File: src/rtl/mem_access_arbiter_pkg.sv
// mem_arb_pkg: shared definitions for the two-requester memory access arbiter.
//   - DATA_W_DEF / ADDR_W_DEF : default byte and address widths (4 x 8 memory)
//   - N_REQ                   : number of requesters (fixed at 2)
//   - state_e                 : FSM state encoding (IDLE, SETUP, STROBE, SAMPLE, HOLD)
//   - onehot2_idx()           : index of the set bit in a 2-bit one-hot grant
package mem_arb_pkg;

  localparam int DATA_W_DEF = 8;
  localparam int ADDR_W_DEF = 2;
  localparam int N_REQ      = 2;

  typedef enum logic [2:0] {
    ST_IDLE   = 3'd0,
    ST_SETUP  = 3'd1,
    ST_STROBE = 3'd2,
    ST_SAMPLE = 3'd3,
    ST_HOLD   = 3'd4
  } state_e;

  // Index of the winning requester for a one-hot 2-bit grant.
  function automatic logic onehot2_idx(input logic [N_REQ-1:0] onehot);
    return onehot[1];
  endfunction

endpackage

File: src/rtl/mem_access_arbiter_if.sv
// mem_access_arbiter_if: bundle of requester-side and memory-side signals.
//   Requester side : req, we, addr, wdata (in to arbiter); done, rdata, busy (out)
//   Memory side    : mem_addr, mem_data, mem_store (out to memory); mem_q (in)
// Modports:
//   slave  - the arbiter's view
//   master - the environment's view (requesters plus memory system)
//
// Handshake: a requester raises req[i] with we/addr/wdata stable; the request
// is taken on the first rising edge where the FSM is IDLE and it wins
// arbitration (the accept edge). After that edge the requester's inputs are
// don't-care. done[i] pulses for one cycle three clocks after the accept edge
// (rdata valid in that cycle for reads); the requester must drop req[i]
// during its done cycle, otherwise it is treated as a new request.
interface mem_access_arbiter_if import mem_arb_pkg::*; #(
  parameter int DATA_W = DATA_W_DEF,
  parameter int ADDR_W = ADDR_W_DEF
);

  logic [N_REQ-1:0]        req;
  logic [N_REQ-1:0]        we;
  logic [N_REQ*ADDR_W-1:0] addr;
  logic [N_REQ*DATA_W-1:0] wdata;
  logic [N_REQ-1:0]        done;
  logic [DATA_W-1:0]       rdata;
  logic                    busy;

  logic [ADDR_W-1:0]       mem_addr;
  logic [DATA_W-1:0]       mem_data;
  logic                    mem_store;
  logic [DATA_W-1:0]       mem_q;

  modport slave (
    input  req, we, addr, wdata, mem_q,
    output done, rdata, busy, mem_addr, mem_data, mem_store
  );

  modport master (
    output req, we, addr, wdata, mem_q,
    input  done, rdata, busy, mem_addr, mem_data, mem_store
  );

endinterface

File: src/rtl/mem_access_arbiter_rr_arbiter2.sv
// rr_arbiter2: two-way winner selection.
// Ports:
//   req        [1:0] in  - request bits
//   last_grant       in  - index of the requester granted last time
//   grant      [1:0] out - one-hot winner (zero when no request)
// A lone request always wins. On a tie the requester that was not granted
// last wins; tying last_grant high makes requester 0 win every tie.
module rr_arbiter2 import mem_arb_pkg::*; (
  input  logic [N_REQ-1:0] req,
  input  logic             last_grant,
  output logic [N_REQ-1:0] grant
);

  always_comb begin
    grant = '0;
    case (req)
      2'b01:   grant = 2'b01;
      2'b10:   grant = 2'b10;
      2'b11:   grant = last_grant ? 2'b01 : 2'b10;
      default: grant = '0;
    endcase
  end

endmodule

File: src/rtl/mem_access_arbiter.sv
// mem_access_arbiter: serialises two requesters onto a single-port memory.
// Ports:
//   clk, rst_n     - clock and synchronous active-low reset
//   bus (slave)    - requester and memory signals, see mem_access_arbiter_if
//   state_dbg[2:0] - current FSM state (mem_arb_pkg::state_e encoding)
// Each transaction walks IDLE -> SETUP -> STROBE (write) or SAMPLE (read)
// -> HOLD -> IDLE, so done arrives three clocks after the accept edge and
// back-to-back transactions run one per four cycles.
// Build option: define MEM_ARB_RR_EN for round-robin tie breaking; without
// it requester 0 wins every tie and no last-grant state is kept.
module mem_access_arbiter import mem_arb_pkg::*; #(
  parameter int DATA_W = DATA_W_DEF,
  parameter int ADDR_W = ADDR_W_DEF
) (
  input  logic                clk,
  input  logic                rst_n,
  mem_access_arbiter_if.slave bus,
  output logic [2:0]          state_dbg
);

  localparam logic [2:0] IDLE   = ST_IDLE;
  localparam logic [2:0] SETUP  = ST_SETUP;
  localparam logic [2:0] STROBE = ST_STROBE;
  localparam logic [2:0] SAMPLE = ST_SAMPLE;
  localparam logic [2:0] HOLD   = ST_HOLD;

  logic [2:0]        state;
  logic [2:0]        state_nxt;
  logic [N_REQ-1:0]  win;
  logic [N_REQ-1:0]  grant_q;
  logic              we_q;
  logic [ADDR_W-1:0] addr_q;
  logic [DATA_W-1:0] data_q;
  logic [DATA_W-1:0] rdata_q;
  logic              last_sel;
  logic              accept;
  logic              win_idx;

`ifdef MEM_ARB_RR_EN
  logic last_q;

  // Resets to 1 so that requester 0 takes the first tie.
  always_ff @(posedge clk) begin
    if (!rst_n) begin
      last_q <= 1'b1;
    end else if (accept) begin
      last_q <= win_idx;
    end
  end

  assign last_sel = last_q;
`else
  assign last_sel = 1'b1;
`endif

  rr_arbiter2 u_arb (
    .req        (bus.req),
    .last_grant (last_sel),
    .grant      (win)
  );

  assign accept  = (state == IDLE) && (|bus.req);
  assign win_idx = onehot2_idx(win);

  always_comb begin
    state_nxt = state;
    case (state)
      IDLE:    if (|bus.req) state_nxt = SETUP;
      SETUP:   state_nxt = we_q ? STROBE : SAMPLE;
      STROBE:  state_nxt = HOLD;
      SAMPLE:  state_nxt = HOLD;
      HOLD:    state_nxt = IDLE;
      default: state_nxt = IDLE;
    endcase
  end

  // The winner's request is captured once at the accept edge; later changes
  // on the requester inputs cannot disturb the transaction in flight. The
  // address/data registers are not cleared on return to IDLE so the memory
  // bus keeps its last values between transactions.
  always_ff @(posedge clk) begin
    if (!rst_n) begin
      state   <= IDLE;
      grant_q <= '0;
      we_q    <= 1'b0;
      addr_q  <= '0;
      data_q  <= '0;
      rdata_q <= '0;
    end else begin
      state <= state_nxt;
      if (accept) begin
        grant_q <= win;
        we_q    <= bus.we[win_idx];
        addr_q  <= bus.addr[win_idx*ADDR_W +: ADDR_W];
        data_q  <= bus.wdata[win_idx*DATA_W +: DATA_W];
      end
      if (state == SAMPLE) begin
        rdata_q <= bus.mem_q;
      end
    end
  end

  // Strobe, done and busy decode straight from the state register, so a
  // reset that forces IDLE drops them in the very next cycle.
  assign bus.mem_store = (state == STROBE);
  assign bus.done      = (state == HOLD) ? grant_q : '0;
  assign bus.busy      = (state != IDLE);
  assign bus.mem_addr  = addr_q;
  assign bus.mem_data  = data_q;
  assign bus.rdata     = rdata_q;
  assign state_dbg     = state;

endmodule

File: src/flat_wrapper.sv
// flat-port wrapper written by rule: the top's interface ports become plain ports
module mem_access_arbiter_flat import mem_arb_pkg::*;
#(
  parameter int DATA_W = DATA_W_DEF,
  parameter int ADDR_W = ADDR_W_DEF
)
  (clk, rst_n, state_dbg, bus_req, bus_we, bus_addr, bus_wdata, bus_mem_q, bus_done, bus_rdata, bus_busy, bus_mem_addr, bus_mem_data, bus_mem_store);
  mem_access_arbiter_if #(.DATA_W(DATA_W), .ADDR_W(ADDR_W)) bus_i ();
  input  logic clk;
  input  logic rst_n;
  output logic [2:0] state_dbg;
  input wire logic [$bits(bus_i.req)-1:0] bus_req;
  input wire logic [$bits(bus_i.we)-1:0] bus_we;
  input wire logic [$bits(bus_i.addr)-1:0] bus_addr;
  input wire logic [$bits(bus_i.wdata)-1:0] bus_wdata;
  input wire logic [$bits(bus_i.mem_q)-1:0] bus_mem_q;
  output wire logic [$bits(bus_i.done)-1:0] bus_done;
  output wire logic [$bits(bus_i.rdata)-1:0] bus_rdata;
  output wire logic [$bits(bus_i.busy)-1:0] bus_busy;
  output wire logic [$bits(bus_i.mem_addr)-1:0] bus_mem_addr;
  output wire logic [$bits(bus_i.mem_data)-1:0] bus_mem_data;
  output wire logic [$bits(bus_i.mem_store)-1:0] bus_mem_store;
  assign bus_i.req = bus_req;
  assign bus_i.we = bus_we;
  assign bus_i.addr = bus_addr;
  assign bus_i.wdata = bus_wdata;
  assign bus_i.mem_q = bus_mem_q;
  assign bus_done = bus_i.done;
  assign bus_rdata = bus_i.rdata;
  assign bus_busy = bus_i.busy;
  assign bus_mem_addr = bus_i.mem_addr;
  assign bus_mem_data = bus_i.mem_data;
  assign bus_mem_store = bus_i.mem_store;
  mem_access_arbiter #(.DATA_W(DATA_W), .ADDR_W(ADDR_W)) u_core (.clk(clk), .rst_n(rst_n), .bus(bus_i), .state_dbg(state_dbg));
endmodule
File: config.mk
export PLATFORM = sky130hd
export DESIGN_NAME = mem_access_arbiter_flat
export DESIGN_NICKNAME = d
export VERILOG_FILES = /design/src/rtl/mem_access_arbiter_pkg.sv /design/src/rtl/mem_access_arbiter_if.sv /design/src/rtl/mem_access_arbiter_rr_arbiter2.sv /design/src/rtl/mem_access_arbiter.sv /design/src/flat_wrapper.sv
export SDC_FILE = /design/constraint.sdc
export NUM_CORES = 1
export LEC_CHECK = 0
export BUFFER_PORTS_ARGS = -buffer_cell sky130_fd_sc_hd__buf_2
export CORE_ASPECT_RATIO = 0.6
export CORE_MARGIN = 2
export CORE_UTILIZATION = 39
export CTS_CLUSTER_DIAMETER = 60
export DETAILED_ROUTE_END_ITERATION = 8
export PLACE_DENSITY = 0.83
export SETUP_SLACK_MARGIN = 0.1
export SLEW_MARGIN = 10
export SYNTH_ARGS = -nofsm -noshare
export SYNTH_HDL_FRONTEND = slang
export SYNTH_SLANG_ARGS = --single-unit
File: constraint.sdc
create_clock -name clk -period 1.2 [get_ports clk]
set_input_delay 0.24 -clock clk [delete_from_list [all_inputs] [get_ports clk]]
set_output_delay 0.24 -clock clk [all_outputs]
set_load 0.01 [all_outputs]
==> results.sh <==
export IMPL_area_growth_pct=48.0
export IMPL_track_usage=0.166
export IMPL_grt_setup_unrepaired="yes"
export IMPL_drt_total_wl_mm=2.73
export IMPL_power_share_combinational=0.344
export IMPL_die_h_um=44.2
export IMPL_stdcell_area_mm2=0.00156
export IMPL_final_common_cell="buf_2"
export IMPL_wl_per_cell_um=13.8
export IMPL_dr_pass1_iters=4
export IMPL_synth_area_mm2=0.00105
export IMPL_max_slew_margin=0.771
export IMPL_start_util=0.414
export IMPL_route_vias_total=1006
export IMPL_arrival_ns=1.10
export IMPL_final_nets=201
export IMPL_postRouteAntennaNets=0
export IMPL_worstRegToRegCells=5
export IMPL_cts_tree="yes"
export IMPL_finalClockSkew_ns=0.00661
export IMPL_numCtsBuffers=3
export IMPL_power_leakage_nw=0.804
export IMPL_synth_top_family_by_area="multiplexers"
export IMPL_synth_compound_area_share=0.153
export IMPL_worstSetupPathType="register to primary output"
export IMPL_drt_iter0_drc=28
export IMPL_worst_endpoint_required_ns=0.96
export IMPL_rows=14
export IMPL_violations="setup timing"
export IMPL_p_sw_frac=0.312
export IMPL_finalHoldViolCount=0
export IMPL_run_status="finished, violations left"
export IMPL_synthXorXnorAreaFrac=0
export IMPL_overflow=0
export IMPL_h_tree_depth=1
export IMPL_synthMuxAreaShare=0.181
export IMPL_setup_viol=16
export IMPL_max_freq_mhz=747
export IMPL_yosys_area_share_simple=0.156
export IMPL_p_per_area_mw_per_mm2=1520
export IMPL_dpl_instance_area_mm2=0.00141
export IMPL_holdBufCountCts=0
export IMPL_grt_pass1_vias=931
export IMPL_p_sw_w=0.000741
export IMPL_worstPathMaxFanout=6
export IMPL_antenna_found_initial=0
export IMPL_cp_slowest_cell="dfxtp_4"
export IMPL_worst_pin_slew_ns=0.338
export IMPL_whs_path_depth=3
export IMPL_syn_area_per_cell_um2=10.5
export IMPL_synthDistinctLibCells=25
export IMPL_min_period_ns=1.34
export IMPL_slowest_delay_ns=0.38
export IMPL_synth_adder_area_share=0
export IMPL_grt_first_pass_wirelength_mm=4.11
export IMPL_drc=0
export IMPL_root_buffer="clkbuf_8"
export IMPL_place_congestion=0.788
export IMPL_pre_cts_slack_ns=0.00173
export IMPL_yosys_warnings=0
export IMPL_core_mm2=0.00254
export IMPL_synth_fp_nets=134
export IMPL_diodes=0
export IMPL_io_pins=59
export IMPL_endpoint_kind="primary output"
export IMPL_worstSetupStartpointType="register"
export IMPL_clockBufferDepth=2
export IMPL_setup_slack_ns=-0.138
export IMPL_grt_start_max_net_pins=15
export IMPL_place_hpwl_mm=1.95
export IMPL_period_share=1.12
export IMPL_intPower_w=0.00163
export IMPL_reg2reg_slack_ns=-0.12
export IMPL_die_x_um=71.1
export IMPL_drv_cap=0
export IMPL_numPortBuffers=58
export IMPL_irDropWorstVdd_mv=0.733
export IMPL_clk_pin_slew_ns=0.08
export IMPL_clkLatencyLatePin_ns=0.27
export IMPL_p_clk_frac=0.227
export IMPL_finalSetupTns_ns=-1.33
export IMPL_most_common_layout_cells="buf_2 (57), dfxtp_1 (21), mux2i_1 (19)"
export IMPL_cts_sinks=24
export IMPL_die_area_mm2=0.00314
export IMPL_synth_seq_area_share=0.457
export IMPL_path_cells="nor3_4 > inv_4 > buf_6"
export IMPL_drive_gt1_frac=0.524
export IMPL_avgViaCountPerCell=5.08
export IMPL_netlist_instances=100
export IMPL_p_seq_frac=0.429
export IMPL_finalPower_w=0.00238
export IMPL_ys_seq_elements=24
export IMPL_hold_class="input pin to register"
export IMPL_drv_slew=0
state kept, by name (all words and copies together), names as in the netlist:
| signal | flops |
|---|---|
| u_core.bus.mem_data | 8 |
| u_core.grant_q | 2 |
| u_core.bus.mem_addr | 2 |
| u_core.we_q | 1 |
| u_core.state_dbg | 3 |
| u_core.bus.rdata | 8 |
critical path, delay by kind of cell (launching register included):
| family | cells | cell delay, ns |
|---|---|---|
| DFF | 1 | 0.38 |
| buffers and inverters | 2 | 0.18 |
| and+or+nand+nor | 1 | 0.27 |
per-layer routing:
layer / wire length, um / up-vias / track usage
met3: 101 / 4 / 0.0342
met4: 35 / 0 / 0.0604
met1: 1250 / 483 / 0.212
met5: 0 / - / 0
met2: 1350 / 25 / 0.284
li1: - / 494 / -
cell usage after synthesis:
cell / count / share of area
buf_6: 3 / 0.032
nand2b_1: 1 / 0.0059
inv_2: 1 / 0.0036
and2_1: 1 / 0.0059
o211ai_2: 1 / 0.012
and2b_1: 1 / 0.0071
nand3b_1: 2 / 0.014
nor2_1: 2 / 0.0071
nand3_1: 1 / 0.0048
nor2b_1: 8 / 0.048
and3b_1: 1 / 0.0083
o21ai_2: 1 / 0.0083
nor3_4: 1 / 0.015
o211ai_1: 10 / 0.071
clkbuf_1: 3 / 0.011
o21ai_0: 3 / 0.014
dfxtp_1: 24 / 0.46
and3_1: 2 / 0.012
nand2_1: 3 / 0.011
mux2i_1: 19 / 0.18
o21ai_1: 8 / 0.038
buf_4: 1 / 0.0071
nor4bb_1: 1 / 0.0095
nor3b_1: 1 / 0.0071
o211a_1: 1 / 0.0095
power groups by stage:
stage	combinational (W)	clock [W]	sequential [W]
2_1_floorplan	0.000339	0	0.00106
3_3_place_gp	0.000588	0	0.00102
3_5_place_dp	0.000606	0	0.00103
4_1_cts	0.000707	0.000551	0.00102
5_1_grt	0.000876	0.000586	0.00103
6_report	0.000818	0.000539	0.00102
area by class of cell:
type	instances	area, um2
Clock buffer	4	55.1
Inverter	1	6.26
Fill cell	226	982
Multi-Input combinational cell	68	542
Tap cell	32	40.0
Sequential cell	24	492
Timing Repair Buffer	69	423
path summary, 6_finish.rpt:
| kind | startpoint | to |
|---|---|---|
| worst max register to register | u_core.state_dbg[0] | u_core.bus.mem_data[4] |
| worst max-delay path | u_core.state_dbg[0] | bus_busy |
| worst min register to register | u_core.bus.mem_data[7] | u_core.bus.mem_data[7] |
| worst min-delay path | bus_mem_q[3] | u_core.bus.rdata[3] |
kinds of logic (layout without fill, tap and decap cells):
group                  after synthesis  count (layout)
DFF                                 24              24
and+or+nand+nor                     25              25
AOI/OAI and AO/OA                   24              24
buffers and inverters                8              74
muxes                               19              19
repair_timing:
item,in CTS,in global routing
hold endpoints to repair,0,0
buffers inserted,4,1
endpoints found under the setup margin,22,27
pin swaps,2,5
resized for setup,7,13
per-stage QoR:
step | cells | util | hold slack [ns]
finish | 198 | 0.613 | 0.224
global route | 198 | 0.613 | 0.241
CTS | 197 | 0.596 | 0.225
detailed placement | 189 | 0.553 | 0.459
global placement | 189 | 0.553 | 0.446
floorplan | 100 | - | 0.368
Note: power is estimated with default switching activity, not from simulation.
